### src/rtl/multi_cycle_ctrl.sv
// Multi-cycle instruction sequencer: IDLE/FETCH/DECODE/EXEC/MEM/WB.
// Define MEM_TIMEOUT_EN to abort stalled memory handshakes and raise err.
`ifndef W_MEM_CMD
`define W_MEM_CMD 2
`endif
`ifndef MEM_NOP
`define MEM_NOP 2'd0
`endif
`ifndef MEM_READ
`define MEM_READ 2'd1
`endif
`ifndef MEM_WRITE
`define MEM_WRITE 2'd2
`endif
`ifndef W_PC_SRC
`define W_PC_SRC 2
`endif
`ifndef PC_SRC_NEXT
`define PC_SRC_NEXT 2'd0
`endif

module multi_cycle_ctrl (
   input  logic                  clk,
   input  logic                  rst,
   input  logic                  run,
   input  logic [`W_MEM_CMD-1:0] mem_cmd_in,
   input  logic                  reg_wen_in,
   input  logic [`W_PC_SRC-1:0]  pc_src_in,
   input  logic                  mem_rdy,
   output logic                  mem_req,
   output logic                  mem_addr_sel,
   output logic                  mem_wen,
   output logic                  ir_wen,
   output logic                  reg_wen,
   output logic                  pc_wen,
   output logic [`W_PC_SRC-1:0]  pc_src,
   output logic                  retired,
   output logic [2:0]            state,
   output logic                  err
);

   typedef enum logic [2:0] {
      IDLE   = 3'd0,
      FETCH  = 3'd1,
      DECODE = 3'd2,
      EXEC   = 3'd3,
      MEM    = 3'd4,
      WB     = 3'd5
   } state_e;

   state_e state_q, state_d;
   logic   retire;
   logic   tmo;

   always_comb begin
      state_d      = state_q;
      mem_req      = 1'b0;
      mem_addr_sel = 1'b0;
      mem_wen      = 1'b0;
      ir_wen       = 1'b0;
      reg_wen      = 1'b0;
      retire       = 1'b0;
      case (state_q)
         IDLE: begin
            if (run) state_d = FETCH;
         end
         FETCH: begin
            mem_req = 1'b1;
            if (mem_rdy) begin
               ir_wen  = 1'b1;
               state_d = DECODE;
            end
         end
         DECODE: state_d = EXEC;
         EXEC: begin
            if (mem_cmd_in != `MEM_NOP) state_d = MEM;
            else if (reg_wen_in)        state_d = WB;
            else                        retire  = 1'b1;
         end
         MEM: begin
            mem_req      = 1'b1;
            mem_addr_sel = 1'b1;
            mem_wen      = (mem_cmd_in == `MEM_WRITE);
            if (mem_rdy) begin
               if (mem_cmd_in == `MEM_READ) state_d = WB;
               else                         retire  = 1'b1;
            end
         end
         WB: begin
            reg_wen = reg_wen_in;
            retire  = 1'b1;
         end
         default: state_d = IDLE;
      endcase
      if (retire) state_d = run ? FETCH : IDLE;
      // a timed-out transfer refetches the same PC
      if (tmo) state_d = FETCH;
   end

   always_ff @(posedge clk) begin
      if (!rst) state_q <= IDLE;
      else      state_q <= state_d;
   end

   assign pc_wen  = retire;
   assign retired = retire;
   assign pc_src  = retire ? pc_src_in : `PC_SRC_NEXT;
   assign state   = state_q;

`ifdef MEM_TIMEOUT_EN
   logic [3:0] cnt_q;
   logic       err_q;

   assign tmo = mem_req && !mem_rdy && (cnt_q == 4'hf);

   always_ff @(posedge clk) begin
      if (!rst) begin
         cnt_q <= 4'd0;
         err_q <= 1'b0;
      end else begin
         if (tmo) err_q <= 1'b1;
         if (tmo || state_d != state_q)
            cnt_q <= 4'd0;
         else if (mem_req && !mem_rdy)
            cnt_q <= cnt_q + 4'd1;
      end
   end

   assign err = err_q;
`else
   assign tmo = 1'b0;
   assign err = 1'b0;
`endif

endmodule

### config.mk
export PLATFORM = sky130hd
export DESIGN_NAME = multi_cycle_ctrl
export DESIGN_NICKNAME = d
export VERILOG_FILES = /design/src/rtl/multi_cycle_ctrl.sv
export SDC_FILE = /design/constraint.sdc
export NUM_CORES = 1
export LEC_CHECK = 0
export ABC_CLOCK_PERIOD_IN_PS = 1300
export CELL_PAD_IN_SITES_DETAIL_PLACEMENT = 1
export CELL_PAD_IN_SITES_GLOBAL_PLACEMENT = 1
export CORE_MARGIN = 8
export CORE_UTILIZATION = 18
export CTS_CLUSTER_SIZE = 20
export DETAILED_ROUTE_END_ITERATION = 8
export HOLD_SLACK_MARGIN = 0.05
export PLACE_DENSITY_LB_ADDON = 0.1
export SYNTH_ARGS = -nofsm -noshare
export SYNTH_HDL_FRONTEND = slang
export SYNTH_SLANG_ARGS = --single-unit
export TNS_END_PERCENT = 100
### constraint.sdc
create_clock -name clk -period 1.3 [get_ports clk]
set_input_delay 0.26 -clock clk [delete_from_list [all_inputs] [get_ports clk]]
set_output_delay 0.26 -clock clk [all_outputs]
set_load 0.02 [all_outputs]
* After elaboration in Yosys (flattened, before gate mapping)
Cells that the tools add are included.
** Cells by class
- Add/subtract/negate cells :: 0
- Multiply operators :: 0
- Divide/modulo/power cells :: 0
- Order comparisons :: 0
- Equality and inequality tests :: 13
- Shift operators :: 0
- Muxes and demuxes :: 21
- Bitwise gates (word level) :: 0
- Reduce and logical (&&, ||, !) cells :: 4
** Operators by type and width (count)
- 3-bit two-way mux :: 7
- 3-bit one-hot mux with 6 select lines :: 1
- 3-bit inequality test, second input constant :: 4
- 1-bit two-way mux :: 11
- 3-bit by 2-bit equality test with 1-bit output, second input constant :: 2
- 3-bit equality test, second input constant :: 2
- 6-bit AND reduction :: 1
- 4-bit inequality test, second input constant :: 1
- 3-bit by 1-bit equality test with 1-bit output, second input constant :: 1
- 3-bit logical NOT :: 1
- 1-bit one-hot mux with 3 select lines :: 1
- 2-bit by 1-bit equality test with 1-bit output, second input constant :: 1
- 2-bit equality test, second input constant :: 1
- 2-bit two-way mux :: 1
- 2-bit inequality test, second input constant :: 1
- 2-bit nonzero test :: 1
- 2-bit OR reduction :: 1
** Word-level totals
- Register bits :: 3
- Latch bits :: 0
- Bits in writable memories :: 0
- Bits in read-only memories :: 0
- Output and inout port bits :: 13
- Memories :: 0

* Logic depth before layout (Yosys ltp)
Gate-level depths: netlist (run 1).
- Depth after elaboration :: 6
- Mapped depth :: 6
- Mapped depth without buffers :: 4

* Least setup slack after synthesis (run 1)
No wires, ideal clock.
- Path kind :: reg2out
- Start :: register state_q[2] (netlist: state[2])
- End :: output mem_wen
- Arrival :: 1484 ps
- Setup slack :: -444 ps
- Cell stages (with the launch flop) :: 4
- Path buffers :: 0
- Cell sequence :: dfxtp_1 nor2b_1 nor2b_1 and3_1
** On the way
- Word-level cells in the longest chain between the ends :: 2
** RTL lines
- from (decl) :: RTL line 51 : state_e state_q, state_d;
- from (signal assigned) :: RTL line 102 : else state_q <= state_d;
- 3-bit equality test :: RTL line 63 : case (state_q)
- 1-bit two-way mux :: RTL line 63
- to (decl) :: RTL line 32 : output logic mem_wen,
Every way passes these cells.

* Final worst setup path (run 1)
- Start :: input mem_cmd_in[1]
- End :: output pc_src[0]
** On the way
- Word-level cells in the longest chain between the ends :: 5
- Elaborated cells between the ends (all ways) :: 7
- Those cells by class :: eq/ne: 1; mux: 5; reduce/logical: 1
** RTL lines
- from (decl) :: RTL line 26 : input logic [`W_MEM_CMD-1:0] mem_cmd_in,
- 2-bit by 1-bit equality test with 1-bit output (no line)
- 1-bit two-way mux :: RTL line 85 : if (mem_cmd_in == `MEM_READ) state_d = WB;
- 1-bit two-way mux :: RTL line 84 : if (mem_rdy) begin
- 1-bit one-hot mux with 3 select lines * :: RTL line 63
- 2-bit two-way mux (no line) *
- to (decl) :: RTL line 36 : output logic [`W_PC_SRC-1:0] pc_src,
Mark *: on every way between the ends. The rest lies on a longest branch, timed or not.

==> impl_metrics.toml, run 1 <==
[sta]
fin_crit_ns = 1.731
setup_ws_ns = -0.4311
finalHoldViolations = 0
rsz0062_at_grt = "yes"
setup_violations = 10
maxSlewViolCount = 0
period_share = 1.332
fin_skew_ns = 0.0004512
fmax_ghz = 0.5777

[clocking]
clockRootBuffer = "clkbuf_4"
cts_hold_buf = 0
cts_tree = "yes"
h-tree-depth = 1
clkTransAtPathRegs_ns = 0.04
cts_made_buffers = 3
clock_latency_ns = 0.24
cts.sinks = 3
clockBufferDepth = 2

[logic_synthesis]
synth_area_leaders = "dfxtp_1 20%, nor2b_1 12%, a21oi_1 5.0%, buf_4 5.0%, nor2_1 5.0%"
yosys_register_bits = 3
synth_edf_count = 0
async_reset_ff_frac = 0
yosys.area.top_type_share = 0.1983
ys_seq_area_frac = 0.1983
yosys_warnings = 0
avgSynthCellArea_um2 = 7.209
synth_nets = 51
ys.flop_type = "dfxtp_1"
synth_cell_type_count = 22
synth_cells = 42
yosys-top-cells-count = "6 x nor2b_1, 4 x nor2_1, 3 x a21oi_1, 3 x dfxtp_1, 3 x inv_1"
yosys.area.top_type = "dfxtp_1"
synth.most_common_cell = "nor2b_1"
synth_area_um2 = 302.8

[critical_path]
reg2reg_slack_ns = -0.04
max_stage_delay_ns = 0.41
r2r-start = "state[0]"
startpoint_type = "input pin"
end_kind = "output pin"
worst_path_max_delay_cell = "or3b_4"
cp_cell_sequence = "dlygate4sd2_1, or3b_4, o211ai_1, and2_4, nor2b_2, buf_6"
path_class = "in -> out"
crit_fanout = 5
r2r_cells = 4
crit_required_ns = 1.04
worstReg2RegEnd = "state[0]"
critical_path_arrival_ns = 1.47

[route]
vias = 427
avgViaCountPerCell = 4.402
ant_nets = 0
drcViolationCount = 0
firstDrtPassIters = 2
drt_wl_total_um = 1249
wl_per_cell_um = 12.88
drtIter0Drc = 3

[run]
cap_viol_max_count = 0

[grt]
grt_max_degree = 8
grt_pass1_vias = 452
grt_first_pass_wirelength_um = 1952
grt.total_usage = 0.07517
grt_overflow_total = 0
antenna_found_initial = 0

[layout]
design_area_um2 = 734.5
final_cells = 97
nets = 90
syn2layout_area_growth_pct = 142.6
largest_reg_flops = 3
drive_gt1_frac = 0.6000
diodes = 0

[run_status]
outcome = "complete, but fails checks"
violations = "negative setup slack"

[placed_design]
dp_hpwl_um = 984
gp_congestion = 0.7135
place_area_um2 = 610.6
place_inst = 87
numPortBuffers = 20

[floorplanning]
fp.dieW_um = 57.02
die_h_um = 57.02
start_util = 0.1833
dieArea_um2 = 3251
pin_count = 22
core_area_um2 = 1652
rows = 15

[min_path]
worstHoldPathType = "in -> reg"
hold_path.startpoint = "mem_rdy"
whs_path_depth = 4
min_to = "state[2]"

[power]
peakVddDrop_v = 0.0004250
p_leak_nw = 0.3491
p_per_area_nw_per_um2 = 689.4
totalPowerFinal_w = 0.0005063
layout make-up:
class	count	area, um^2
fillers	205	917.1
repair buffers	37	345.3
multi-input cells	33	259.0
flip-flops and latches	3	68.82
clock buffers	4	26.28
well taps	17	21.27
inverters	3	13.76
what timing repair did:
item                                    CTS  global route
hold endpoints to repair                  0             0
resized for setup                        70            10
buffers inserted                          1             5
endpoints found under the setup margin   13            11
pin swaps                                 2             4
per-layer routing:
| metal | global-route usage | wire (um) |
|---|---|---|
| met5 | 0 | 0 |
| met2 | 0.1178 | 621 |
| met1 | 0.07526 | 504 |
| met3 | 0.03991 | 90 |
| met4 | 0.05034 | 32 |
cell families (layout without fill, tap and decap cells):
kind of cell / after synthesis / count (layout) / share of synthesized area
simple gates: 21 / 21 / 0.4215
compound gates: 9 / 9 / 0.2025
buf+inv: 6 / 44 / 0.1033
flops: 3 / 3 / 0.1984
other cells: 1 / 1 / 0.01238
xor+xnor: 1 / 1 / 0.02893
mux: 1 / 1 / 0.03306
worst max-delay path by stage:
stage | startpoint | endpoint | slack (ns) | cells after the start
3_5_place_dp | mem_cmd_in[0] | pc_src[0] | -1.06 | 6
3_3_place_gp | mem_cmd_in[0] | pc_src[0] | -1.03 | 6
2_1_floorplan | state[0] | retired | -0.17 | 5
4_1_cts | state[0] | pc_src[0] | -0.43 | 5
5_1_grt | mem_cmd_in[1] | pc_src[0] | -0.47 | 6
6_report | mem_cmd_in[1] | pc_src[0] | -0.43 | 6
worst max-delay path, delay by kind of cell:
kind            cells  cell delay [ns]
buf+inv             2             0.41
compound gates      1             0.12
simple gates        3             0.68
cells in the final DEF, fill, tap and decap left out, types with 2 or more instances in the layout:
| master | instances |
|---|---|
| nor2b_1 | 2 |
| clkdlybuf4s50_1 | 5 |
| clkbuf_4 | 3 |
| nand2_1 | 2 |
| dfxtp_4 | 2 |
| buf_6 | 14 |
| a21oi_1 | 3 |
| buf_4 | 12 |
| o211ai_1 | 2 |
| nor2_1 | 4 |
| o21ai_0 | 2 |
| nor2b_4 | 2 |
| nor2b_2 | 2 |
| and3_4 | 2 |
| inv_1 | 2 |
| dlygate4sd2_1 | 3 |
metrics by stage:
stage	hold WS, ns	util	TNS [ns]	setup slack (ns)
detailed placement	0.5461	0.3697	-7.476	-1.056
global route	0.5876	0.4447	-3.202	-0.4707
global placement	0.5449	0.3697	-7.381	-1.029
finish	0.5526	0.4447	-2.600	-0.4311
floorplan	0.4132	-	-0.6002	-0.1674
CTS	0.5510	0.4091	-2.452	-0.4345
power by group:
group          internal, W  switching (W)  total [W]
logic             0.000125       0.000100   0.000225
registers         0.000101     0.00000884   0.000110
clock network     0.000116      0.0000560   0.000171
total             0.000341       0.000165   0.000506
Note: power is estimated with default switching activity, not from simulation.
==> inputs of run 2 (changes only) <==
--- a/config.mk
+++ b/config.mk
@@ -5,11 +5,11 @@
 export SDC_FILE = /design/constraint.sdc
 export NUM_CORES = 1
 export LEC_CHECK = 0
-export ABC_CLOCK_PERIOD_IN_PS = 1300
+export ABC_CLOCK_PERIOD_IN_PS = 1650
 export CELL_PAD_IN_SITES_DETAIL_PLACEMENT = 1
 export CELL_PAD_IN_SITES_GLOBAL_PLACEMENT = 1
 export CORE_MARGIN = 8
-export CORE_UTILIZATION = 18
+export CORE_UTILIZATION = 20
 export CTS_CLUSTER_SIZE = 20
 export DETAILED_ROUTE_END_ITERATION = 8
 export HOLD_SLACK_MARGIN = 0.05
==> constraint.sdc (replaced) <==
create_clock -name clk -period 1.65 [get_ports clk]
set_input_delay 0.33 -clock clk [delete_from_list [all_inputs] [get_ports clk]]
set_output_delay 0.33 -clock clk [all_outputs]
set_load 0.02 [all_outputs]
==> impl_metrics.toml, run 2 (synthesis gave the netlist of run 1 again) <==
[clocking]
cts_tree = "yes"
clock_latency_ns = 0.24
clockBufferDepth = 2
cts_made_buffers = 3
clkTransAtPathRegs_ns = 0.03
cts_hold_buf = 0
h-tree-depth = 1
clockRootBuffer = "clkbuf_4"
cts.sinks = 3

[layout]
nets = 98
design_area_um2 = 734.5
mostFrequentLayoutCell = "buf_4"
largest_reg_flops = 3
final_cell_mix = "26 x buf_4, 6 x dlygate4sd2_1"
syn2layout_area_growth_pct = 142.6
fillers = 194
diodes = 0
multi_input_area_um2 = 241.5
drive_gt1_frac = 0.5568
seqCellArea_um2 = 66.31

[critical_path]
r2r_cells = 10
crit_required_ns = 1.32
path_class = "in -> out"
cp-endpoint = "pc_src[0]"
crit_fanout = 4
startpoint_type = "input pin"
r2r-start = "state[0]"
critical_path_arrival_ns = 1.53
worstReg2RegEnd = "state[0]"
critPathLaunch = "mem_cmd_in[0]"
reg2reg_slack_ns = -0.16
max_stage_delay_ns = 0.40
worst_path_max_delay_cell = "or3b_4"
cp_cell_sequence = "clkdlybuf4s15_1, or3b_4, o211ai_1, and2_4, nor2b_1, buf_2"
end_kind = "output pin"

[floorplanning]
die_h_um = 54.91
pin_count = 22
fp.dieW_um = 54.91
core_area_um2 = 1454
dieArea_um2 = 3015
rows = 14
start_util = 0.2083

[placed_design]
numPortBuffers = 20
place_area_um2 = 593.1
dpl_worst_slack_ns = -0.7787
gp_congestion = 0.6900
dp_hpwl_um = 892.1

[grt]
grt_pass1_vias = 515
grt.total_usage = 0.09769
antenna_found_initial = 0
grt_first_pass_wirelength_um = 2063
grt_max_degree = 11
grt_overflow_total = 0

[route]
route.met2.wl_um = 780
vias = 470
drcViolationCount = 0
drt_wl_total_um = 1526
ant_nets = 0
wl_per_cell_um = 14.67
avgViaCountPerCell = 4.519
drtIter0Drc = 2
met1_length_um = 569
firstDrtPassIters = 4
maxUsedRoutingLayer = "met4"
wl_met3_um = 127

[min_path]
worstHoldPathType = "in -> reg"

[sta]
fin_crit_ns = 1.859
fin_skew_ns = 0.007327
setup_ws_ns = -0.2089
hold_slack_ns = 0.6295
maxSlewViolCount = 0
setup-tns-final_ns = -1.001
finalHoldViolations = 0
rsz0062_at_grt = "yes"
setup_violations = 7
period_share = 1.127
fmax_ghz = 0.5379

[power]
peakVddDrop_v = 0.0003944
p_leak_nw = 0.3772
p_per_area_nw_per_um2 = 516.7
totalPowerFinal_w = 0.0003795

[run]
cap_viol_max_count = 0

[run_status]
outcome = "complete, but fails checks"
violations = "negative setup slack"
[run 2: worst min-delay path by stage]
stage          depth (start not counted)  slack [ns]        to           from
2_1_floorplan                          2        0.49  state[0]            rst
3_3_place_gp                           2        0.56  state[1]       state[2]
3_5_place_dp                           2        0.57  state[1]       state[2]
4_1_cts                                2        0.57  state[1]       state[2]
5_1_grt                                6        0.65  state[2]  mem_cmd_in[1]
6_report                               6        0.63  state[2]  mem_cmd_in[1]
[run 2: metrics by stage]
stage                       util  instances
after floorplan                -         42
after global placement    0.4079         86
after detailed placement  0.4079         86
after CTS                 0.4621        101
after global routing      0.5052        104
final                     0.5052        104
[run 2: per-layer routing]
metal  vias to the layer above  track usage
met2                        23       0.1792
met4                         0      0.04400
met5                         -            0
met1                       213      0.08550
met3                         4      0.05348
li1                        230            -
[run 2: repair_timing]
| item | in CTS | in global routing |
|---|---|---|
| setup endpoints to repair | 12 | 9 |
| pin swaps | 5 | 3 |
| buffers inserted | 11 | 4 |
| resized for setup | 49 | 12 |
[run 2: area by class of cell]
class | count | share of cell area
tap | 16 | 0.02726
multi-input combinational | 33 | 0.3288
clock buffer | 4 | 0.03578
timing repair buffer | 45 | 0.5026
inverter | 3 | 0.01533
sequential | 3 | 0.09029
[run 2: critical path: cells and delay by family]
kind / cells / cell delay (ns)
AND/OR/NAND/NOR: 3 / 0.68
AO/OA/AOI/OAI: 1 / 0.16
buffers and inverters: 2 / 0.36
[run 2: power by group]
part	total, W	internal, W	switching, W
Clock	0.000137	0.0000911	0.0000460
Combinational	0.000156	0.0000808	0.0000754
Sequential	0.0000861	0.0000800	0.00000608
Total	0.000379	0.000252	0.000128
